<file path="src/rtl/audio_sample_packer.sv">
`default_nettype none
// ============================================================================
// Module      : audio_sample_packer
// Description : Stereo sample FIFO feeding a 4-slot staging set consumed by
//               the HDMI audio sample packet generator (clk_pixel domain).
//               Optional build macro AUDIO_PACKER_DROP_OLDEST_EN: a write
//               into a full FIFO discards the oldest entry instead of the
//               incoming sample.
// Revision    : 1.0 - initial release
// ============================================================================
module audio_sample_packer #(
  parameter int AUDIO_BIT_WIDTH = 16,
  parameter int FIFO_DEPTH      = 16
) (
  input  logic                                    clk_pixel,
  input  logic                                    reset,
  input  logic                                    sample_valid,
  input  logic [AUDIO_BIT_WIDTH-1:0]              sample_left,
  input  logic [AUDIO_BIT_WIDTH-1:0]              sample_right,
  input  logic                                    packet_grant,
  output logic [3:0][1:0][AUDIO_BIT_WIDTH-1:0]    stage_word,
  output logic [3:0]                              stage_present,
  output logic [$clog2(FIFO_DEPTH):0]             fifo_level,
  output logic                                    overflow,
  output logic                                    underflow
);

  localparam int                 c_PTR_W = $clog2(FIFO_DEPTH);
  localparam logic [c_PTR_W:0]   c_FULL  = FIFO_DEPTH[c_PTR_W:0];

  localparam logic [0:0] c_FILL = 1'b0;
  localparam logic [0:0] c_HOLD = 1'b1;

  // FIFO entry: [0] = left, [1] = right (same layout as one stage slot)
  logic [1:0][AUDIO_BIT_WIDTH-1:0] r_mem [FIFO_DEPTH];

  logic [c_PTR_W-1:0] r_wr_ptr;
  logic [c_PTR_W-1:0] r_rd_ptr;
  logic [c_PTR_W:0]   r_level;
  logic [0:0]         r_state;
  logic [0:0]         w_state_next;

  logic       w_full;
  logic       w_empty;
  logic       w_pop_fill;
  logic       w_write;
  logic       w_drop;
  logic       w_rd_adv;
  logic [1:0] w_slot;

  assign w_full  = (r_level == c_FULL);
  assign w_empty = (r_level == '0);

  // Next free slot; the present bits always fill from bit 0 upward
  always_comb begin
    w_slot = 2'd0;
    if (stage_present[0]) w_slot = 2'd1;
    if (stage_present[1]) w_slot = 2'd2;
    if (stage_present[2]) w_slot = 2'd3;
  end

  // FSM state register
  always_ff @(posedge clk_pixel or posedge reset) begin
    if (reset) r_state <= c_FILL;
    else       r_state <= w_state_next;
  end

  // FSM next state: a grant always returns to FILL; the 4th pop enters HOLD
  always_comb begin
    w_state_next = r_state;
    if (packet_grant)
      w_state_next = c_FILL;
    else if (w_pop_fill && (w_slot == 2'd3))
      w_state_next = c_HOLD;
  end

  // FSM outputs: pop/write/discard decisions for this cycle
  always_comb begin
    w_pop_fill = (r_state == c_FILL) && !w_empty && !packet_grant;
`ifdef AUDIO_PACKER_DROP_OLDEST_EN
    // A full write consumes the head; if the stage is popping it this
    // cycle anyway, that pop doubles as the discard.
    w_write = sample_valid;
    w_drop  = sample_valid && w_full && !w_pop_fill;
`else
    // Full is judged before any same-cycle pop, so the write is lost.
    w_write = sample_valid && !w_full;
    w_drop  = 1'b0;
`endif
    w_rd_adv = w_pop_fill || w_drop;
  end

  // FIFO storage; contents need no reset since the pointers define validity
  always_ff @(posedge clk_pixel) begin
    if (w_write) r_mem[r_wr_ptr] <= {sample_right, sample_left};
  end

  // FIFO pointers and occupancy
  always_ff @(posedge clk_pixel or posedge reset) begin
    if (reset) begin
      r_wr_ptr <= '0;
      r_rd_ptr <= '0;
      r_level  <= '0;
    end else begin
      if (w_write)  r_wr_ptr <= r_wr_ptr + 1'b1;
      if (w_rd_adv) r_rd_ptr <= r_rd_ptr + 1'b1;
      case ({w_write, w_rd_adv})
        2'b10:   r_level <= r_level + 1'b1;
        2'b01:   r_level <= r_level - 1'b1;
        default: r_level <= r_level;
      endcase
    end
  end

  // Staging set: cleared the cycle after a grant, otherwise filled slot by slot
  always_ff @(posedge clk_pixel or posedge reset) begin
    if (reset) begin
      stage_word    <= '0;
      stage_present <= '0;
    end else if (packet_grant) begin
      stage_word    <= '0;
      stage_present <= '0;
    end else if (w_pop_fill) begin
      stage_word[w_slot]    <= r_mem[r_rd_ptr];
      stage_present[w_slot] <= 1'b1;
    end
  end

  // Sticky error flags, cleared only by reset
  always_ff @(posedge clk_pixel or posedge reset) begin
    if (reset) begin
      overflow  <= 1'b0;
      underflow <= 1'b0;
    end else begin
      if (sample_valid && w_full)                overflow  <= 1'b1;
      if (packet_grant && (stage_present == '0)) underflow <= 1'b1;
    end
  end

  assign fifo_level = r_level;

endmodule
`default_nettype wire

</file>
<file path="config.mk">
export PLATFORM = sky130hd
export DESIGN_NAME = audio_sample_packer
export DESIGN_NICKNAME = d
export VERILOG_FILES = /design/src/rtl/audio_sample_packer.sv
export SDC_FILE = /design/constraint.sdc
export NUM_CORES = 1
export LEC_CHECK = 0
export CAP_MARGIN = 20
export CELL_PAD_IN_SITES_DETAIL_PLACEMENT = 1
export CELL_PAD_IN_SITES_GLOBAL_PLACEMENT = 2
export CORE_MARGIN = 2
export CORE_UTILIZATION = 36
export CTS_CLUSTER_DIAMETER = 200
export CTS_CLUSTER_SIZE = 16
export DETAILED_ROUTE_END_ITERATION = 10
export GPL_ROUTABILITY_DRIVEN = 0
export PLACE_DENSITY_LB_ADDON = 0.1
export SYNTH_ARGS = -nofsm -noshare
export SYNTH_HDL_FRONTEND = slang
export SYNTH_SLANG_ARGS = --single-unit
</file>
<file path="constraint.sdc">
create_clock -name clk_pixel -period 5.7 [get_ports clk_pixel]
set_input_delay 0.57 -clock clk_pixel [delete_from_list [all_inputs] [get_ports clk_pixel]]
set_output_delay 0.57 -clock clk_pixel [all_outputs]
set_load 0.05 [all_outputs]
</file>
### Word level (Yosys, flattened, before mapping)

Memory sizes are Yosys's and may differ from the RTL's.
Index checks and enable logic that the tools add are counted.
Widths: inputs -> output; s select.

| word-level totals | value |
|---|---|
| register bits | 148 |
| bits in writable memories | 512 |
| input bits | 36 |
| output and inout port bits | 139 |
| logic and storage cells | 60 |
| memories | 1 |

| cells by class | value |
|---|---|
| add/subtract/negate cells | 4 |
| $lt $le $gt $ge | 2 |
| equal/unequal tests | 4 |
| muxes and demuxes | 17 |
| bitwise operators | 2 |
| reductions and logical operators | 15 |

Memory list:

| name | depth | bits a word | read ports | clocked after memory_dff | write ports | line | source |
|---|---|---|---|---|---|---|---|
| r_mem | 16 | 32 | 1 | 0 | 1 | 35 | `logic [1:0][AUDIO_BIT_WIDTH-1:0] r_mem [FIFO_DEPTH];` |

Operator list:

| operator | count |
|---|---|
| $mux 128 | 2 |
| $bwmux 128 | 1 |
| $demux 32 s2 | 1 |
| $mux 32 | 1 |
| $pmux 5 s2 | 1 |
| $add 4x1->4 const B | 2 |
| $mux 4 | 2 |
| $logic_and 1x1->1 | 7 |
| $mux 1 | 6 |
| $reduce_bool 2->1 | 3 |
| $add 5x1->5 const B | 1 |
| $eq 5x5->1 const B | 1 |
| $logic_not 5->1 | 1 |
| $sub 5x1->5 const B | 1 |
| $eq 2x2->1 const B | 2 |
| $logic_not 4->1 | 1 |
| $mux 2 | 2 |
| $or 4x4->4 | 1 |
| $logic_not 1->1 | 3 |
| $lt 2x3->1 const B | 1 |
| $demux 1 s2 | 1 |
| $eq 2x1->1 const B | 1 |
| $ge 2x1->1 const B | 1 |
| $not 1->1 | 1 |

### Longest topological paths before layout

Gate-level depths: netlist of run 1.

| logic depth | value |
|---|---|
| word-level depth | 10 |
| gate-level depth with buffers | 9 |
| depth with buffers taken out | 9 |

### Least setup slack after synthesis of run 1

No wires, ideal clock.

| timing | value |
|---|---|
| kind | register to register |
| start | reg r_level[0], in the netlist fifo_level[0] |
| end | mem r_mem[3][0] in the netlist's numbering, enable pin |
| library setup time | 0.461 ns |
| arrival time | 3.824 ns |
| required time | 5.239 ns |
| slack | 1.415 ns |
| cell stages (with the launch flop) | 5 |
| path buffers | 0 |
| period minus slack after synthesis | 4.285 ns |
| cell sequence | dfrtp_1 > nor4_4 > a21boi_1 > nand2_1 > nor3_1 |

| between the ends | value |
|---|---|
| longest elaborated chain between the ends | 5 |

RTL lines:

| element | line | source |
|---|---|---|
| start: declaration | 39 | `logic [c_PTR_W:0] r_level;` |
| start signal: assignment | 108 | `2'b10: r_level <= r_level + 1'b1;` |
| start signal: assignment | 109 | `2'b01: r_level <= r_level - 1'b1;` |
| start signal: assignment | 110 | `default: r_level <= r_level;` |
| $eq 5x5->1 | 51 | `assign w_full = (r_level == c_FULL);` |
| $logic_not 1->1 | 87 | `w_write = sample_valid && !w_full;` |
| $logic_and 1x1->1 | 87 |  |
| $mux 1 | 95 | `if (w_write) r_mem[r_wr_ptr] <= {sample_right, sample_left};` |
| $mux 1 (not written as such) | 95 |  |
| end: declaration | 35 |  |

No other way between the ends.

### Final worst setup path of run 1

| timing | value |
|---|---|
| start | reg r_level[4], in the netlist fifo_level[4] |
| end | reg r_level[4], in the netlist fifo_level[4] |

| between the ends | value |
|---|---|
| longest elaborated chain between the ends | 6 |
| elaborated cells on any way between the ends | 13 |
| those cells by class | add/sub: 2; eq/ne: 3; mux: 1; reduce/logical: 7 |

RTL lines:

| element | line | source |
|---|---|---|
| $logic_not 5->1 (*) | 52 | `assign w_empty = (r_level == '0);` |
| $logic_not 1->1 (*) | 79 | `w_pop_fill = (r_state == c_FILL) && !w_empty && !packet_grant;` |
| $logic_and 1x1->1 (*) (2 in series) | 79 |  |
| net w_pop_fill | 45 | `logic w_pop_fill;` |
| $eq 2x1->1 / $eq 2x2->1 (equally long branches) | 107 | `case ({w_write, w_rd_adv})` |
| $pmux 5 s2 / $reduce_bool 2->1 (equally long branches) | n/a |  |

Mark *: on every way through the listed nets, which the timed path passes. The rest lies on a longest branch.
A chain may end at the register's enable or synchronous reset.

==> run_results.csv, run 1 <==
group,metric,value,unit
run_status,outcome,"finished, final reports clean",
layout,syn2layout_area_growth,17.0,%
layout,drive_above_1_share,0.156,
route,route.met2.wl,35100,um
logic_synthesis,ys_async_sr_fraction,0.224,
sta,max_freq,315,MHz
logic_synthesis,syn_inst,1407,
sta,setup_viol,0,
critical_path,rrSetupSlack,2.53,ns
route,first_iter_violations,889,
power_and_ir_drop,p_leak,0.0111,uW
layout,multi_input_area,0.00659,mm^2
placed_design,dp_hpwl,44800,um
hold_path,holdCritPathClass,"input pin to async pin",
sta,hold-worst-slack,0.377,ns
flow_run,max-cap-violations,0,
power_and_ir_drop,p_per_area,525,mW/mm^2
power_and_ir_drop,power,16000,uW
clocking,post_cts_resized,0,
sta,rsz0062_at_grt,"false",
route,routed_wl,71600,um
sta,period_minus_slack,3.17,ns
global_route,track_usage,0.194,
die,coreArea,0.0716,mm^2
clocking,cts_root_buf,"clkbuf_16",
sta,worst_slew_pin_slew,1.11,ns
sta,maxSlewViolCount,0,
clocking,path_clk_slew,0.08,ns
critical_path,reg2reg_depth,8,
logic_synthesis,ys_warn_count,0,
critical_path,r2r-start,"fifo_level[4]",
critical_path,timing.rr.end,"fifo_level[4]",
route,drc,0,
route,vias,14159,
clocking,post_cts_buffers,0,
clocking,clk-insertion-delay-late,0.61,ns
die,dieArea,0.0745,mm^2
global_route,grt_pass1_vias,15310,
logic_synthesis,synth-edff-count,512,
route,wire_per_inst,27.9,um
logic_synthesis,netlist_area,0.0260,mm^2
route,routed_via_density,5.51,
die,die_w,273,um
layout,seqCellArea,0.0191,mm^2
logic_synthesis,avgSynthCellArea,18.5,um^2
logic_synthesis,ys_seq_area_frac,0.733,
critical_path,arrival,3.63,ns
layout,diodes,0,
critical_path,worstPathMaxFanout,13,
logic_synthesis,synth.top_cells.by_area,"edfxtp_1, dfrtp_1, mux4_2",
critical_path,worstPathRequired,6.16,ns
placed_design,port_buffers,174,
sta,fin_setup_tns,0,ns
die,ioPinCount,175,
critical_path,cp-start-kind,"flop",
die,die_y,273,um
route,wl_met3,2650,um
die,initial_core_util,0.364,
logic_synthesis,synth-seq-cells,660,
layout,nNetsFinal,1627,
sta,hold_violations,0,
layout,design_area,0.0305,mm^2
critical_path,critical_path_class,"flop to flop",
route,highest_layer,"met5",
critical_path,end_kind,"flop",
global_route,antenna_found_initial,1,
route,first_pass_iters,5,
logic_synthesis,synth_flop_cell,"edfxtp_1",
clocking,cts_max_path_buffers,3,
sta,finClkSkew,0.0280,ns
clocking,cts_tree,"done",
sta,slew_headroom,0.257,
global_route,grt.overflow.total,0,
clocking,cts_num_sinks,660,
global_route,grt_max_degree,63,
logic_synthesis,syn_nets,1453,
logic_synthesis,yosys.area.top_type_share,0.590,
sta,min_period_over_period,0.556,
placed_design,dpl_cell_area,0.0290,mm^2
layout,filler_cell_count,6848,
power_and_ir_drop,ir_drop,0.246,mV
clocking,cts-buffers-inserted,47,
route,m1WireLength,32500,um
logic_synthesis,yosysUniqueCellTypes,50,
clocking,htree_levels,2,
die,rows,98,
clocking,cts_hold_buf,0,
logic_synthesis,post-synth-top-area-cell,"edfxtp_1",
critical_path,cp-startpoint,"fifo_level[4]",
global_route,grt_pass1_wl,106000,um
route,ant_nets,0,
==> layer usage <==
metal / up-vias / global-route usage
met5: - / 0
met4: 2 / 0.0450
met3: 85 / 0.0292
met2: 286 / 0.324
met1: 7700 / 0.267
li1: 6086 / -
==> layout make-up <==
cell class                      instances  area share
Clock buffer                           86      0.0448
Tap cell                              950      0.0390
Clock inverter                          2     0.00119
Sequential cell                       660       0.627
Inverter                               10     0.00140
Multi-Input combinational cell        642       0.216
Timing Repair Buffer                  220      0.0706
==> sequential cells by signal, summed over array words and instances, names as in the netlist <==
signal / cells
stage_present: 4
fifo_level: 5
overflow: 1
r_rd_ptr: 4
r_wr_ptr: 4
underflow: 1
stage_word: 128
r_mem: 512
r_state: 1
==> synth_stat cells (2+ instances only) <==
cell type / number
edfxtp_1: 512
dfrtp_1: 148
nor3_1: 124
mux4_2: 120
mux2i_1: 77
a21o_1: 62
a211o_1: 60
o22ai_1: 60
clkbuf_1: 39
buf_2: 31
nor2_1: 24
nand2_1: 13
buf_1: 9
ha_1: 9
nand4_1: 9
o211ai_1: 9
a21oi_1: 8
buf_4: 8
buf_6: 8
inv_1: 8
nand3_1: 8
xnor2_1: 8
a22oi_1: 6
o21ai_0: 5
nor2b_1: 4
nor3b_1: 4
a21boi_1: 3
nand2b_1: 3
and2_1: 2
mux2_2: 2
nand3b_1: 2
nand4b_1: 2
o2111ai_2: 2
xor2_1: 2
==> report_power, final <==
group	switching (uW)	leakage, uW	internal (uW)
Clock	1660	0.000664	1630
Sequential	646	0.00660	5930
Combinational	3880	0.00387	2250
==> worst max-delay path by stage <==
stage,endpoint,cells after the start
detailed placement,fifo_level[4],9
CTS,stage_word[5],5
floorplan,fifo_level[0],1
finish,fifo_level[4],8
global placement,fifo_level[4],9
global route,fifo_level[4],8
==> critical path, stage by stage, from the launching register on <==
cell,delay [ns]
dfrtp_1,0.72
inv_1,0.28
a211oi_1,0.63
ha_1,0.41
ha_1,0.32
a21o_1,0.19
a21oi_1,0.17
mux2i_1,0.24
xnor2_1,0.08
==> per-stage QoR <==
stage | setup slack (ns) | std cells | utilization
floorplan | 1.15 | 1407 | -
global placement | 2.34 | 2478 | 0.405
detailed placement | 2.30 | 2480 | 0.405
CTS | 2.31 | 2568 | 0.425
global route | 2.25 | 2570 | 0.425
finish | 2.53 | 2570 | 0.425
==> kinds of logic after synthesis <==
logic type / count (synthesis) / share of synthesized area
flip-flops: 660 / 0.733
AO/OA/AOI/OAI: 222 / 0.0647
AND/OR/NAND/NOR: 201 / 0.0398
multiplexers: 199 / 0.134
buffers and inverters: 105 / 0.0201
XOR/XNOR: 10 / 0.00336
adder cells (fa/ha/maj): 10 / 0.00509
==> cells in the final DEF (no fill, tap or decap), types with 5 or more instances in the layout <==
cell type / instances
buf_4: 41
nand4_1: 9
buf_12: 5
mux2i_1: 77
a211o_1: 60
nand3_1: 8
o211ai_1: 9
clkbuf_16: 49
o22ai_1: 60
nor3_1: 120
ha_1: 9
dfrtp_1: 145
clkdlybuf4s50_1: 174
clkbuf_1: 37
nor2_1: 9
a21o_1: 62
inv_1: 7
edfxtp_1: 512
a21oi_1: 8
o21ai_0: 5
a22oi_1: 6
nor2_4: 15
xnor2_1: 8
nand2_1: 12
mux4_2: 120
Power figures use the tool's default switching activity.
==> inputs of run 2 (changes only) <==
clock period = 3.3 ns   (was 5.7 ns; I/O delays follow)
==> run_results.csv, run 2 (same netlist as run 1, synthesis figures left out) <==
group,metric,value,unit
die,die_y,273,um
sta,period_minus_slack,2.82,ns
route,first_pass_iters,5,
die,coreArea,0.0716,mm^2
critical_path,worstPathCellList,"nor4_4, a211oi_1, ha_1, fa_1, a21o_1, a21oi_1, mux2i_1, xnor2_1",
die,rows,98,
route,drc,0,
critical_path,critical_path_buf_inv_count,0,
sta,rsz0062_at_grt,"false",
layout,filler_cell_count,6863,
sta,finClkSkew,0.0291,ns
sta,max_freq,355,MHz
clocking,cts_num_sinks,660,
critical_path,path_delay_family,"adder cells",
placed_design,place_ws,0.466,ns
critical_path,end_kind,"flop",
critical_path,cp-start-kind,"flop",
layout,drive_above_1_share,0.176,
sta,hold_violations,0,
critical_path,r2r-start,"fifo_level[0]",
sta,worst_slew_pin_slew,0.899,ns
route,routed_via_density,5.60,
critical_path,cp-startpoint,"fifo_level[0]",
power_and_ir_drop,ir_drop,0.403,mV
layout,largest_reg_flops,512,
critical_path,worstPathMaxFanout,8,
sta,maxSlewViolCount,0,
critical_path,worstPathRequired,3.84,ns
sta,min_period_over_period,0.855,
clocking,cts_root_buf,"clkbuf_16",
layout,mostFrequentLayoutCells,"edfxtp_1, clkdlybuf4s50_1, dfrtp_1",
global_route,grt_pass1_wl,111000,um
clocking,cts_hold_buf,0,
sta,setup_viol,0,
sta,fin_setup_tns,0,ns
hold_path,holdCritPathClass,"input pin to async pin",
power_and_ir_drop,p_leak,0.0114,uW
clocking,cts_tree,"done",
die,ioPinCount,175,
global_route,grt_pass1_vias,15463,
route,vias,14629,
global_route,grt.overflow.total,0,
clocking,clk-insertion-delay-late,0.62,ns
die,die_w,273,um
route,wire_per_inst,29.0,um
sta,fin_ws,0.480,ns
global_route,antenna_found_initial,5,
critical_path,critical_path_class,"flop to flop",
critical_path,critPathSlowestCell,"nor4_4",
clocking,post_cts_resized,0,
layout,final_common_cell,"edfxtp_1",
route,ant_nets,0,
clocking,htree_levels,2,
clocking,cts-buffers-inserted,47,
route,first_iter_violations,1191,
run_status,outcome,"finished, final reports clean",
layout,diodes,0,
critical_path,slowest_delay,0.55,ns
sta,slew_headroom,0.400,
placed_design,port_buffers,174,
die,initial_core_util,0.364,
layout,nNetsFinal,1669,
clocking,cts_max_path_buffers,3,
global_route,grt_max_degree,91,
power_and_ir_drop,p_per_area,913,mW/mm^2
critical_path,arrival,3.36,ns
clocking,post_cts_buffers,0,
layout,regMostFlops,"r_mem",
die,dieArea,0.0745,mm^2
flow_run,max-cap-violations,0,
placed_design,dp_hpwl,45700,um
layout,syn2layout_area_growth,19.0,%
power_and_ir_drop,power,28300,uW
route,routed_wl,75700,um
clocking,path_clk_slew,0.08,ns
global_route,track_usage,0.205,
[run 2: metal layers]
layer / GRT usage / share of wire / up-vias
li1: - / - / 6163
met1: 0.308 / 0.48 / 8067
met2: 0.322 / 0.47 / 319
met3: 0.0271 / 0.039 / 76
met4: 0.0401 / 0.016 / 4
met5: 0 / 0.00033 / -
[run 2: tightest hold or removal path: stages]
cell	delay, ns
clkdlybuf4s50_1	0.44
clkinvlp_4	0.13
buf_12	0.29
[run 2: worst paths after layout]
kind | to | slack [ns] | cells after the start
max reg2reg | fifo_level[4] | 0.48 | 8
min | underflow | 0.19 | 3
max | fifo_level[4] | 0.48 | 8
min in group clk_pixel | overflow | 0.41 | 2
min reg2reg | underflow | 0.47 | 2
max in group asynchronous | stage_word[32] | 2.53 | 3
[run 2: layout make-up]
type | count | area (um^2) | area share
clock buffers | 84 | 1320 | 0.0424
repair buffers | 262 | 2700 | 0.0872
well taps | 950 | 1190 | 0.0384
clock inverters | 3 | 45.0 | 0.00145
inverters | 10 | 41.3 | 0.00133
flip-flops and latches | 660 | 19100 | 0.616
multi-input cells | 642 | 6610 | 0.213
[run 2: power breakdown]
| part | switching [uW] | leakage (uW) | total (uW) | internal (uW) |
|---|---|---|---|---|
| Clock | 2890 | 0.000644 | 5610 | 2720 |
| Combinational | 7120 | 0.00416 | 11500 | 4380 |
| Sequential | 950 | 0.00660 | 11200 | 10200 |
[run 2: metrics by stage]
step,cell area [um^2],util,hold slack (ns),std cells
floorplan,26100,-,0.429,1407
global route,31000,0.433,0.204,2611
detailed placement,29600,0.414,0.465,2524
CTS,31000,0.433,0.194,2611
global placement,29600,0.414,0.463,2524
finish,31000,0.433,0.190,2611
==> inputs of run 3 (changes only) <==
ABC_CLOCK_PERIOD_IN_PS = 3300   (was default)
CORE_UTILIZATION = 45   (was 36)
==> run_results.csv, run 3 (same netlist as run 1, synthesis figures left out) <==
group,metric,value,unit
die,die_y,245,um
global_route,grt_pass1_vias,15296,
global_route,antenna_found_initial,0,
die,coreArea,0.0575,mm^2
sta,fin_setup_tns,0,ns
placed_design,dpl_cell_area,0.0294,mm^2
clocking,cts_hold_buf,0,
clocking,cts_max_path_buffers,3,
layout,diodes,0,
layout,mostFrequentLayoutCells,"edfxtp_1, clkdlybuf4s50_1, dfrtp_1",
clocking,cts_num_sinks,660,
power_and_ir_drop,p_leak,0.0114,uW
placed_design,place_ws,0.210,ns
flow_run,max-cap-violations,0,
sta,hold_violations,0,
placed_design,dp_hpwl,43900,um
layout,nNetsFinal,1666,
critical_path,r2r-start,"fifo_level[0]",
sta,worst_slew_pin_slew,0.894,ns
sta,maxSlewViolCount,0,
critical_path,path_delay_family,"compound AO/OA/AOI/OAI gates",
layout,final_common_cell,"edfxtp_1",
hold_path,holdCritPathClass,"input pin to async pin",
die,die_w,245,um
global_route,grt.overflow.total,0,
sta,period_minus_slack,2.98,ns
global_route,track_usage,0.241,
critical_path,critical_path_buf_inv_count,2,
critical_path,cp-start-kind,"flop",
layout,regMostFlops,"r_mem",
layout,drive_above_1_share,0.175,
die,ioPinCount,175,
critical_path,worstPathMaxFanout,8,
route,drc,0,
critical_path,slowest_delay,0.57,ns
layout,filler_cell_count,5200,
route,wire_per_inst,29.0,um
critical_path,cp-startpoint,"fifo_level[0]",
route,ant_nets,0,
power_and_ir_drop,power,28200,uW
clocking,post_cts_resized,0,
clocking,path_clk_slew,0.08,ns
critical_path,end_kind,"flop",
sta,max_freq,335,MHz
route,routed_wl,70300,um
die,rows,88,
sta,setup_viol,0,
route,vias,14442,
run_status,outcome,"finished, final reports clean",
power_and_ir_drop,ir_drop,0.578,mV
sta,slew_headroom,0.404,
critical_path,worstPathCellList,"nor4_4, buf_4, a21boi_1, inv_1, ha_1, fa_1, a21o_1, a21oi_1, mux2i_1, xnor2_1",
route,first_pass_iters,5,
critical_path,critical_path_class,"flop to flop",
clocking,cts_root_buf,"clkbuf_16",
sta,fin_ws,0.319,ns
layout,design_area,0.0307,mm^2
clocking,clk-insertion-delay-late,0.61,ns
route,routed_via_density,5.96,
critical_path,critPathSlowestCell,"a21boi_1",
layout,syn2layout_area_growth,18.1,%
die,dieArea,0.0598,mm^2
sta,finClkSkew,0.0229,ns
global_route,grt_pass1_wl,105000,um
clocking,cts-buffers-inserted,47,
sta,min_period_over_period,0.903,
critical_path,arrival,3.51,ns
placed_design,port_buffers,174,
clocking,cts_tree,"done",
clocking,post_cts_buffers,0,
power_and_ir_drop,p_per_area,916,mW/mm^2
global_route,grt_max_degree,89,
die,initial_core_util,0.453,
critical_path,worstPathRequired,3.83,ns
layout,largest_reg_flops,512,
sta,rsz0062_at_grt,"false",
route,first_iter_violations,1090,
layout,final_util,0.535,
clocking,htree_levels,2,
[run 3: per-stage QoR]
stage,instances,hold WS [ns]
2_1_floorplan,1407,0.429
3_3_place_gp,2336,0.458
3_5_place_dp,2336,0.464
4_1_cts,2424,0.203
5_1_grt,2424,0.236
6_report,2424,0.201
[run 3: layer usage]
| layer | global-route usage | up-vias | routed length (um) |
|---|---|---|---|
| met3 | 0.0405 | 83 | 3970 |
| met5 | 0 | - | 0 |
| li1 | - | 6151 | - |
| met4 | 0.0588 | 0 | 1330 |
| met1 | 0.346 | 7784 | 31500 |
| met2 | 0.387 | 424 | 33600 |
[run 3: final cells by class]
| cell class | instances | area (um^2) | area share |
|---|---|---|---|
| clock buffers | 85 | 1340 | 0.0436 |
| clock inverters | 3 | 41.3 | 0.00134 |
| inverters | 10 | 41.3 | 0.00134 |
| multi-input cells | 642 | 6610 | 0.215 |
| flip-flops and latches | 660 | 19100 | 0.621 |
| well taps | 765 | 957 | 0.0311 |
| repair buffers | 259 | 2670 | 0.0868 |
[run 3: path summary, 6_finish.rpt]
| kind | slack (ns) | cells after the start | end |
|---|---|---|---|
| worst max-delay path | 0.32 | 10 | fifo_level[4] |
| worst min-delay path | 0.20 | 3 | stage_word[49] |
| worst max register to register | 0.32 | 10 | fifo_level[4] |
| worst min register to register | 0.48 | 1 | stage_word[73] |
| max in group asynchronous | 2.56 | 3 | r_rd_ptr[1] |
| min in group clk_pixel | 0.39 | 2 | overflow |
[run 3: tightest hold or removal path, cell delays in order]
cell and delay, ns:
clkdlybuf4s50_1 0.44, clkinvlp_4 0.13, buf_12 0.29
[run 3: power breakdown]
group | switching (uW) | total, uW | leakage, uW | internal [uW]
combinational | 7060 | 11400 | 0.00414 | 4360
sequential | 943 | 11200 | 0.00660 | 10200
clock | 2810 | 5570 | 0.000654 | 2760
==> edit 1 (config.mk and constraints of run 3) <==
Reset style: synchronous (`reset`), changed in 4 clocked blocks.
--- a/src/rtl/audio_sample_packer.sv
+++ b/src/rtl/audio_sample_packer.sv
@@ -60,7 +60,7 @@
   end
 
   // FSM state register
-  always_ff @(posedge clk_pixel or posedge reset) begin
+  always_ff @(posedge clk_pixel) begin
     if (reset) r_state <= c_FILL;
     else       r_state <= w_state_next;
   end
@@ -96,7 +96,7 @@
   end
 
   // FIFO pointers and occupancy
-  always_ff @(posedge clk_pixel or posedge reset) begin
+  always_ff @(posedge clk_pixel) begin
     if (reset) begin
       r_wr_ptr <= '0;
       r_rd_ptr <= '0;
@@ -113,7 +113,7 @@
   end
 
   // Staging set: cleared the cycle after a grant, otherwise filled slot by slot
-  always_ff @(posedge clk_pixel or posedge reset) begin
+  always_ff @(posedge clk_pixel) begin
     if (reset) begin
       stage_word    <= '0;
       stage_present <= '0;
@@ -127,7 +127,7 @@
   end
 
   // Sticky error flags, cleared only by reset
-  always_ff @(posedge clk_pixel or posedge reset) begin
+  always_ff @(posedge clk_pixel) begin
     if (reset) begin
       overflow  <= 1'b0;
       underflow <= 1'b0;
Formal check against the unedited RTL: differs if reset is asserted again (counterexample within 4 cycles, from zero or initial values and one cycle with reset high); with reset held inactive, the same outputs for 4 cycles.
==> edit 1 against run 3 <==
- sequential cell count grew 4
- largest cell class unchanged
- routed wire length shrank 8.1%
- global-route usage shrank 1.5 points
- critical path type unchanged
- synthesized area shrank 3.0%
- synthesized cell count shrank 3.0%
- setup slack gained 130 ps
- design area shrank 3.6%
Power is not compared: it rests on default switching activity, and its combinational part moved more than twofold at a synthesized area within 25%.
==> edit 1: results (changes against run 3) <==
=================================================================================
Ratio of cells with drive above 1 in the final layout                      0.1913   +0.01645
Crit-path slowest cell                                                    dfxtp_1
Area fraction in compound gates after synthesis                           0.07637   +0.01169
Max Clock Skew                                                           25.14 ps   +2.186 ps
Average footprint of a synthesized cell                                 18.50 um2   about the same
Largest fanout on the critical path                                            12   +4
Seq/Total Area, Yosys                                                      0.7295   -0.003182
Worst stage delay on the critical path                                     560 ps
Vias per cell                                                               5.861   -1.6%
Post-synth top cells                                                 512 x edfxtp_1, 152 x dfxtp_1, 128 x mux4_2, 97 x a21o_1, 97 x o22ai_1
Reg-to-reg setup timing slack                                              450 ps   +130 ps
Number of nets in the layout                                                1,629   -2.2%
Pin slew with the least headroom to its limit                             1091 ps   +197.2 ps
GRT Total Usage                                                            0.2261   -0.01464
Synth async-reset ratio                                                         0   -0.2242
Synth top area cells                                                 edfxtp_1 61%, dfxtp_1 12%, mux4_2 11%, a21o_1 2.9%, mux2i_1 2.7%
Number of warnings reported in the yosys synthesis log                          0   unchanged
Path depth of the worst reg2reg path                                           10   unchanged
Post-detailed-routing wire length                                       64,610 um   -8.1%
Placed insts                                                                2,284   -2.2%
Detail-routed net length per standard cell                               27.51 um   -5.2%
Mux cell area share after synthesis                                        0.1416   +0.007383
Wire length of the first global-routing pass                            95,340 um   -9.3%
DRC violation total after the first TritonRoute iteration                   1,089   -0.092%
Run status                                                           complete, no violations
XOR/XNOR share of the synthesized area                                   0.002775   -0.0005883
Detailed-placement wirelength estimate                                  41,440 um   -5.6%
Vias in the first global route                                             14,400   -5.9%
Clock latency of the later-clocked register in the worst-skew pair         590 ps   -20 ps
Number of nets in the synthesized netlist                                   1,409   -3.0%
Distinct cells, synth                                                          47   -6.0%
Cell area after placement                                              28,400 um2   -3.3%
Worst min-delay path category                                        register to register
Arrival time worst endpoint                                               3330 ps   -180 ps
Timing startpoint of the critical path                               fifo_level[2]
Leakage power                                                            10.22 nW
Worst setup slack before clock tree synthesis                            313.7 ps   +104.0 ps
Adder and majority gate portion of the synthesized area                  0.003965   -0.001129
Antenna violations before repair                                                2   +2
Final Hold Slack                                                         452.3 ps   +251.0 ps
Maximum number of pins on one net before global-route repair                   41   -54%
Number of flops mapped to enable cells by yosys                               512   unchanged
Largest delay share family, worst path                                 flip-flops
Crit path to                                                         fifo_level[4]
Fill cell instance count of the final layout                                5,042   -3.0%
Register Area                                                          18,430 um2   -3.5%
=================================================================================
==> edit 1: cell types whose count changed after synthesis, moves of 11 or more <==
cell and delta:
a211o_1 -28, a21o_1 +35, clkbuf_1 -11, dfrtp_1 -148, dfxtp_1 +152, nor3_1 -54, o22ai_1 +37
==> edit 1: area by class of cell <==
cell class                 instances  area share
timing repair buffer             261     0.08498
sequential                       664      0.6214
antenna                            1  0.00008438
clock buffer                      62     0.04156
tap                              748     0.03156
multi-input combinational        603      0.2188
inverter                           8    0.001013
clock inverter                     2   0.0005907
==> edit 1: metal layers <==
metal / vias to the layer above / part of all wire / track usage
li1: 5988 / - / -
met1: 7315 / 0.47 / 0.3451
met2: 401 / 0.46 / 0.3507
met3: 62 / 0.055 / 0.02779
met4: 2 / 0.015 / 0.05051
met5: - / 0.00025 / 0
==> edit 2 (flow settings as in run 3) <==
Made on the original files. Set the parameter `FIFO_DEPTH` to 32 (it was 16).
--- a/src/rtl/audio_sample_packer.sv
+++ b/src/rtl/audio_sample_packer.sv
@@ -10,7 +10,7 @@
 // ============================================================================
 module audio_sample_packer #(
   parameter int AUDIO_BIT_WIDTH = 16,
-  parameter int FIFO_DEPTH      = 16
+  parameter int FIFO_DEPTH      = 32
 ) (
   input  logic                                    clk_pixel,
   input  logic                                    reset,
Interface: changed (resized fifo_level); port bits go from 175 to 176. The function was not compared with the original's and may differ.
==> edit 2 against run 3 <==
- synthesized area up 75%
- highest routed layer unchanged
- design area up 72%
- setup slack better by 160 ps
- routed wire length up 83%
- clock power up 74%
- die area up 74%
- sequential share of layout area up 3.3 points
- power up 66%
- sequential cell count up 515
==> edit 2: results (changes against run 3) <==
=================================================================================
Wire length of the first global-routing pass                           185,300 um   +76%
Arrival time worst endpoint                                               3320 ps   -190 ps
Synth top area cells                                                 edfxtp_1 67%, mux4_2 12%, dfrtp_1 8.3%, a221oi_4 3.1%, o221ai_1 2.4%
Number of nets in the synthesized netlist                                   2,160   +49%
First-pass iteration count of the detailed router                               6   +1
Post-synth top cells                                                 1,024 x edfxtp_1, 253 x mux4_2, 151 x dfrtp_1, 139 x nand2_1, 124 x o221ai_1
DRC violation total after the first TritonRoute iteration                   2,440   +120%
Port bufs                                                                     175   +0.57%
Crit-path slowest cell                                                    dfrtp_4
Adder and majority gate portion of the synthesized area                  0.003178   -0.001915
Worst min-delay path category                                        input port to register
Worst stage delay on the critical path                                     630 ps   +60 ps
Run status                                                           complete, no violations
Clock latency of the later-clocked register in the worst-skew pair         660 ps   +50 ps
Detail-routed net length per standard cell                               33.93 um   +17%
Flip-flop count of the largest register after layout                        1,024   +100%
Leakage power                                                            17.00 nW   +49%
Met1 track demand over resource                                            0.3727   +0.02712
Detailed-placement wirelength estimate                                  77,800 um   +77%
Post-detailed-routing wire length                                      128,600 um   +83%
Worst setup slack before clock tree synthesis                            497.8 ps   +288.1 ps
Area fraction in compound gates after synthesis                           0.07494   +0.01026
Antenna violations before repair                                                2   +2
Met2 GRT Util                                                              0.4014   +0.01460
Seq/Total Area, Yosys                                                      0.7561   +0.02341
=================================================================================
==> edit 2: changes by cell type in the layout (fill, tap and decap cells not counted), moves of 60 or more <==
cell	run 3	this run
a21o_1	62	2
a211o_1	60	0
a22o_1	0	64
edfxtp_1	512	1024
nor3_1	120	3
mux2i_1	77	8
nand2_1	12	139
o221ai_1	0	124
mux4_2	120	253
==> edit 2: path summary, 6_finish.rpt <==
kind	start	endpoint	slack [ps]	cells past startpoint
worst max-delay path	r_rd_ptr[0]	stage_word[16]	480	5
worst min-delay path	sample_left[8]	r_mem[2][8]	320	1
worst max register to register	r_rd_ptr[0]	stage_word[16]	480	5
worst min register to register	underflow	underflow	480	1
max in group asynchronous	reset	stage_word[94]	1990	5
min in group asynchronous	reset	stage_word[83]	470	3
==> edit 2: routing by layer <==
| metal | wire length (um) | part of all wire |
|---|---|---|
| met2 | 61450 | 0.48 |
| met4 | 2330 | 0.018 |
| met5 | 0 | 0 |
| met3 | 7474 | 0.058 |
| met1 | 57320 | 0.45 |
==> edit 2: final cells by class <==
cell class	instances	area, um2
Fill cell	8673	47440
Sequential cell	1175	34540
Multi-Input combinational cell	792	10710
Timing Repair Buffer	330	3521
Clock buffer	113	2253
Tap cell	1357	1698
Clock inverter	5	65.06
Inverter	16	63.81
Antenna cell	1	2.502
==> edit 2: kinds of logic after synthesis <==
kind of cell | Yosys count
adder cells (fa/ha/maj) | 11
buffers and inverters | 146
flip-flops | 1175
AO/OA/AOI/OAI | 286
multiplexers | 262
XOR/XNOR | 12
AND/OR/NAND/NOR | 221
==> edit 2: timing repair <==
item,in CTS,in global routing
endpoints found under the hold margin,1,0
hold buffers,1,0
gates resized for setup,0,0
==> edit 2: report_power, final <==
group	internal, mW	switching, mW
registers	17.6	0.896
clock network	4.76	4.92
logic	7.01	11.7
